===== src/rtl/hazard_unit_pkg.sv =====
// Shared definitions for the MIPS hazard logic: forwarding select encodings
// and the divide-stall FSM state encoding.
package mycpu_defs;

    localparam logic [1:0] FWD_RF  = 2'b00;
    localparam logic [1:0] FWD_WB  = 2'b01;
    localparam logic [1:0] FWD_MEM = 2'b10;

    typedef enum logic [1:0] {
        DIV_IDLE = 2'b00,
        DIV_BUSY = 2'b01,
        DIV_DONE = 2'b10
    } div_state_t;

endpackage


===== src/rtl/hazard_unit_div_stall_timer.sv =====
// Freezes the E stage for DIV_CYCLES cycles while a div/divu is in E, then
// pulses div_doneE for the HI/LO write; excM aborts the window.
module div_stall_timer
    import mycpu_defs::*;
#(
    parameter int DIV_CYCLES = 32
) (
    input  logic clk,
    input  logic rst,
    input  logic divE,
    input  logic excM,
    output logic divstall,
    output logic div_busy,
    output logic div_doneE
);

    // IDLE contributes the first stall cycle, so BUSY covers the remaining DIV_CYCLES-1.
    localparam logic [5:0] CNT_LOAD = 6'(DIV_CYCLES - 2);

    div_state_t state;
    div_state_t state_next;
    logic [5:0] cnt;
    logic [5:0] cnt_next;

    always_ff @(posedge clk or posedge rst) begin
        if (rst) begin
            state <= DIV_IDLE;
            cnt   <= '0;
        end else begin
            state <= state_next;
            cnt   <= cnt_next;
        end
    end

    always_comb begin
        state_next = state;
        cnt_next   = cnt;
        divstall   = 1'b0;
        div_doneE  = 1'b0;
        case (state)
            DIV_IDLE: begin
                if (divE) begin
                    divstall   = 1'b1;
                    state_next = DIV_BUSY;
                    cnt_next   = CNT_LOAD;
                end
            end
            DIV_BUSY: begin
                divstall = 1'b1;
                if (cnt == 6'd0) begin
                    state_next = DIV_DONE;
                end else begin
                    cnt_next = cnt - 6'd1;
                end
            end
            DIV_DONE: begin
                div_doneE  = 1'b1;
                state_next = DIV_IDLE;
            end
            default: state_next = DIV_IDLE;
        endcase
        // An exception flushes the divide out of E, so the window is abandoned.
        if (excM) begin
            state_next = DIV_IDLE;
            cnt_next   = '0;
            divstall   = 1'b0;
            div_doneE  = 1'b0;
        end
    end

    assign div_busy = (state != DIV_IDLE);

endmodule


===== src/rtl/hazard_unit.sv =====
// Forwarding selects plus stall/flush generation for the five-stage MIPS
// pipeline; exception flush outranks divide stall, which outranks load/branch stalls.
module hazard_unit
    import mycpu_defs::*;
#(
    parameter int DIV_CYCLES = 32
) (
    input  logic       clk,
    input  logic       rst,
    input  logic [4:0] rsD,
    input  logic [4:0] rtD,
    input  logic       branchD,
    input  logic       jrD,
    input  logic [4:0] rsE,
    input  logic [4:0] rtE,
    input  logic [4:0] writeregE,
    input  logic       regwriteE,
    input  logic       memtoregE,
    input  logic [4:0] writeregM,
    input  logic       regwriteM,
    input  logic       memtoregM,
    input  logic [4:0] writeregW,
    input  logic       regwriteW,
    input  logic       divE,
    input  logic       excM,
    output logic       forwardaD,
    output logic       forwardbD,
    output logic [1:0] forwardaE,
    output logic [1:0] forwardbE,
    output logic       stallF,
    output logic       stallD,
    output logic       stallE,
    output logic       flushD,
    output logic       flushE,
    output logic       flushM,
    output logic       flushW,
    output logic       div_busy,
    output logic       div_doneE
);

    // $0 is hardwired to zero and never creates a dependency.
    function automatic logic reg_match(input logic [4:0] dst, input logic [4:0] src);
        return (dst != 5'd0) && (dst == src);
    endfunction

    function automatic logic [1:0] fwd_sel(input logic [4:0] src, input logic wr_m,
                                           input logic [4:0] dst_m, input logic wr_w,
                                           input logic [4:0] dst_w);
        if (wr_m && reg_match(dst_m, src)) return FWD_MEM;
        if (wr_w && reg_match(dst_w, src)) return FWD_WB;
        return FWD_RF;
    endfunction

    logic divstall;
    logic lwstall;
    logic brstall;
    logic haz_rs;
    logic haz_rt;

    div_stall_timer #(.DIV_CYCLES(DIV_CYCLES)) u_div_timer (
        .clk       (clk),
        .rst       (rst),
        .divE      (divE),
        .excM      (excM),
        .divstall  (divstall),
        .div_busy  (div_busy),
        .div_doneE (div_doneE)
    );

    assign forwardaE = fwd_sel(rsE, regwriteM, writeregM, regwriteW, writeregW);
    assign forwardbE = fwd_sel(rtE, regwriteM, writeregM, regwriteW, writeregW);
    assign forwardaD = regwriteM && reg_match(writeregM, rsD);
    assign forwardbD = regwriteM && reg_match(writeregM, rtD);

    assign lwstall = memtoregE && (reg_match(writeregE, rsD) || reg_match(writeregE, rtD));
    // Branch operands are compared in D, so an ALU result still in E or a load in M cannot be forwarded.
    assign haz_rs  = (regwriteE && reg_match(writeregE, rsD)) || (memtoregM && reg_match(writeregM, rsD));
    assign haz_rt  = (regwriteE && reg_match(writeregE, rtD)) || (memtoregM && reg_match(writeregM, rtD));
    assign brstall = (branchD && (haz_rs || haz_rt)) || (jrD && haz_rs);

    always_comb begin
        stallF = 1'b0;
        stallD = 1'b0;
        stallE = 1'b0;
        flushD = 1'b0;
        flushE = 1'b0;
        flushM = 1'b0;
        flushW = 1'b0;
        if (excM) begin
            flushD = 1'b1;
            flushE = 1'b1;
            flushM = 1'b1;
            flushW = 1'b1;
        end else if (divstall) begin
            stallF = 1'b1;
            stallD = 1'b1;
            stallE = 1'b1;
            flushM = 1'b1;
        end else if (lwstall || brstall) begin
            stallF = 1'b1;
            stallD = 1'b1;
            flushE = 1'b1;
        end
    end

endmodule


===== config.mk =====
export PLATFORM = sky130hd
export DESIGN_NAME = hazard_unit
export DESIGN_NICKNAME = d
export VERILOG_FILES = /design/src/rtl/hazard_unit_pkg.sv /design/src/rtl/hazard_unit_div_stall_timer.sv /design/src/rtl/hazard_unit.sv
export SDC_FILE = /design/constraint.sdc
export NUM_CORES = 1
export LEC_CHECK = 0
export ABC_CLOCK_PERIOD_IN_PS = 2100
export BUFFER_PORTS_ARGS = -buffer_cell sky130_fd_sc_hd__buf_2
export CORE_MARGIN = 1.5
export CORE_UTILIZATION = 45
export DETAILED_ROUTE_END_ITERATION = 8
export PLACE_DENSITY = 0.83
export SLEW_MARGIN = 20
export SYNTH_ARGS = -nofsm -noshare
export SYNTH_HDL_FRONTEND = slang
export SYNTH_SLANG_ARGS = --single-unit

===== constraint.sdc =====
create_clock -name clk -period 2.1 [get_ports clk]
set_clock_uncertainty 0.15 [all_clocks]
set_input_delay 0.105 -clock clk [delete_from_list [all_inputs] [get_ports clk]]
set_output_delay 0.105 -clock clk [all_outputs]
set_load 0.01 [all_outputs]

==> flow_summary.yaml <==
final_layout:
  finalNetCount: 248
  layout_commonest_cell: "buf_2"
  fin_cells: 226
  multiInputGateArea_um2: 850
  drive_gt1_share_pct: 36.9
  num_antenna_cells: 0
  filler_cell_count: 204
  area_growth_pct: 29.1
  ff_latch_area_um2: 200
  most-common-layout-cells: "buf_2 (60), xnor2_1 (22), xor2_1 (18), nor2_1 (13)"
power_and_ir_drop:
  power.share.clock_pct: 16.6
  p_sw_share_pct: 41.7
  power_leakage_nw: 0.666
  peakVddDrop_mv: 0.363
  intPower_uw: 417
  pwr-share-seq_pct: 30.4
  netSwitchingPower_uw: 298
  power_density_mw_per_mm2: 494
  p_comb_share_pct: 53.0
  total_power_uw: 715
routing:
  drt-total-wl_mm: 3.07
  first_iter_violations: 28
  vias: 1269
  ant_nets: 0
  via_per_inst: 5.62
  wire_per_inst_um: 13.6
  drt-pass1-iter-count: 4
  drc_errors: 0
critical_path:
  worst_setup_path_start_kind: "flip-flop"
  cp_data_required_time_ns: 2.07
  cp.arrival_ns: 1.92
  path_class: "reg -> reg"
  cp-end-kind: "flip-flop"
  cp_max_fo: 6
  r2r_cells: 7
timing:
  maxSlewViolCount: 0
  max_freq_mhz: 511
  worst_pin_slew_ns: 0.391
  period_minus_slack_ns: 1.96
  post-route-period-util_pct: 93.1
  setup_viol: 0
  rsz0062_at_grt: "no"
  relSlewSlack_pct: 73.7
  finalSetupTns_ns: 0
  hold_viol: 0
clock_tree:
  cts_tree: "built"
  ctsHtreeMaxLevel: 1
  clkTransAtPathRegs_ns: 0.05
  cts_buffers: 3
  cts_setup_buffers: 0
  cts-root-buf: "clkbuf_4"
  cts_sinks: 8
  insertion_delay_ns: 0.25
  clockBufferDepth: 2
global_routing:
  grt_usage_pct: 24.5
  grt_pass1_wl_mm: 5.13
  antenna_found_initial: 0
  grt_max_degree: 15
  grt-ovfl-total: 0
  grt_pass1_vias: 1288
logic_synthesis:
  synth_cells: 142
  synth-warning-count: 0
  seq_area_frac_synth_pct: 17.9
  ys_types: 34
  syn_area_per_cell_um2: 7.89
  synth_nets: 190
  synth-seq-cells: 8
  synthesis.area_mm2: 0.00112
  synthTopCellsByArea: "dfrtp_1 (18%), xnor2_1 (17%), xor2_1 (14%)"
  netlist.area_leader.share_pct: 17.9
  yosys.area.top_type: "dfrtp_1"
die:
  fp-row-count: 17
  die_w_um: 52.9
  initial_utilization_pct: 49.3
  num_io_pins: 61
  die_h_um: 52.9
  core-area_mm2: 0.00228
  dieArea_mm2: 0.00280
placed_design:
  gp_congestion: 0.824
  dpl.cell_count: 222
  dpl.hpwl_mm: 2.63
  portBuffers: 60
flow_run:
  maxCapViolCount: 0
min_path:
  holdPathStages: 2
  min_path_type: "in -> reg"
run_status:
  outcome: "complete, no violations"
-- synthesized netlist by cell type --
cell type,count
buf_6,1
buf_4,3
a21o_1,1
nor3b_1,1
o211a_1,1
o21bai_1,1
a41oi_1,1
or4_4,1
inv_1,6
or2_2,1
clkbuf_1,3
dfrtp_1,8
a31oi_1,3
a32oi_1,1
nor4b_1,1
nand2b_1,2
a311o_1,1
buf_2,2
xnor2_1,22
or4_1,4
nor4_2,4
o21ai_4,1
a31o_2,1
o21ai_0,9
nand2_1,5
nand3_1,6
nor2_1,13
nor4_1,2
ha_1,2
nor2b_1,2
xor2_1,18
o211ai_1,1
nor3_1,9
a21oi_1,5
-- worst max-delay path: stages, from the launching register on --
cell	delay [ns]
dfrtp_1	0.38
inv_1	0.12
ha_1	0.17
nor4b_2	0.28
a311o_1	0.34
a21oi_1	0.07
o21ai_0	0.17
o21ai_0	0.13
-- metal layers --
| metal | global-route usage, % | up-vias | wire length, um |
|---|---|---|---|
| met1 | 24.7 | 597 | 1200 |
| met3 | 5.08 | 6 | 194 |
| met4 | 6.84 | 0 | 40 |
| met5 | 0 | - | 0 |
| met2 | 49.4 | 59 | 1640 |
| li1 | - | 607 | - |
-- registers in the layout, indices dropped and copies added, names as in the netlist --
name               cells
u_div_timer.cnt        6
u_div_timer.state      2
-- power by group through the flow --
stage	clock [mW]	sequential, mW	combinational [mW]
floorplan	0	0.206	0.250
global placement	0	0.213	0.350
detailed placement	0	0.214	0.368
CTS	0.122	0.212	0.373
global route	0.134	0.219	0.428
finish	0.119	0.217	0.379
-- metrics by stage --
| stage | hold slack [ns] | cell area (um2) | setup slack [ns] | util, % |
|---|---|---|---|---|
| 2_1_floorplan | -0.229 | 1120 | 0.315 | - |
| 5_1_grt | 0.0748 | 1450 | 0.00784 | 63.6 |
| 3_3_place_gp | -0.0881 | 1410 | 0.243 | 61.9 |
| 4_1_cts | 0.0439 | 1440 | 0.0193 | 63.3 |
| 6_report | 0.0531 | 1450 | 0.144 | 63.6 |
| 3_5_place_dp | -0.0804 | 1410 | 0.131 | 61.9 |
-- cells by family (layout without fill, tap and decap cells) --
kind of cell             count (synthesis)  count (layout)  share of synthesized area (%)
AO/OA/AOI/OAI                           26              26                           15.5
XOR/XNOR                                40              40                           31.2
adder cells (fa/ha/maj)                  2               2                           2.23
buffers and inverters                   15              71                           6.92
flip-flops                               8               8                           17.9
AND/OR/NAND/NOR                         51              51                           26.2
-- timing repair --
item	CTS	global route
resized for setup	0	1
endpoints found under the hold margin	8	0
hold buffers	1	0
endpoints found under the setup margin	0	3
-- area by class of cell --
cell class / count / share of cell area [%]
Timing Repair Buffer: 62 / 22.0
Inverter: 6 / 1.56
Sequential cell: 8 / 13.8
Clock buffer: 3 / 1.56
Tap cell: 28 / 2.42
Multi-Input combinational cell: 119 / 58.7
-- final timing paths --
path                                     from                   end  slack [ns]
setup / recovery           u_div_timer.cnt[0]    u_div_timer.cnt[4]        0.14
hold / removal                           excM    u_div_timer.cnt[5]        0.05
setup reg to reg           u_div_timer.cnt[0]    u_div_timer.cnt[4]        0.14
hold reg to reg            u_div_timer.cnt[1]    u_div_timer.cnt[1]        0.38
max in group asynchronous                 rst  u_div_timer.state[1]        1.36
min in group asynchronous                 rst    u_div_timer.cnt[4]        0.19
No activity file was read; power rests on OpenSTA's default activity.
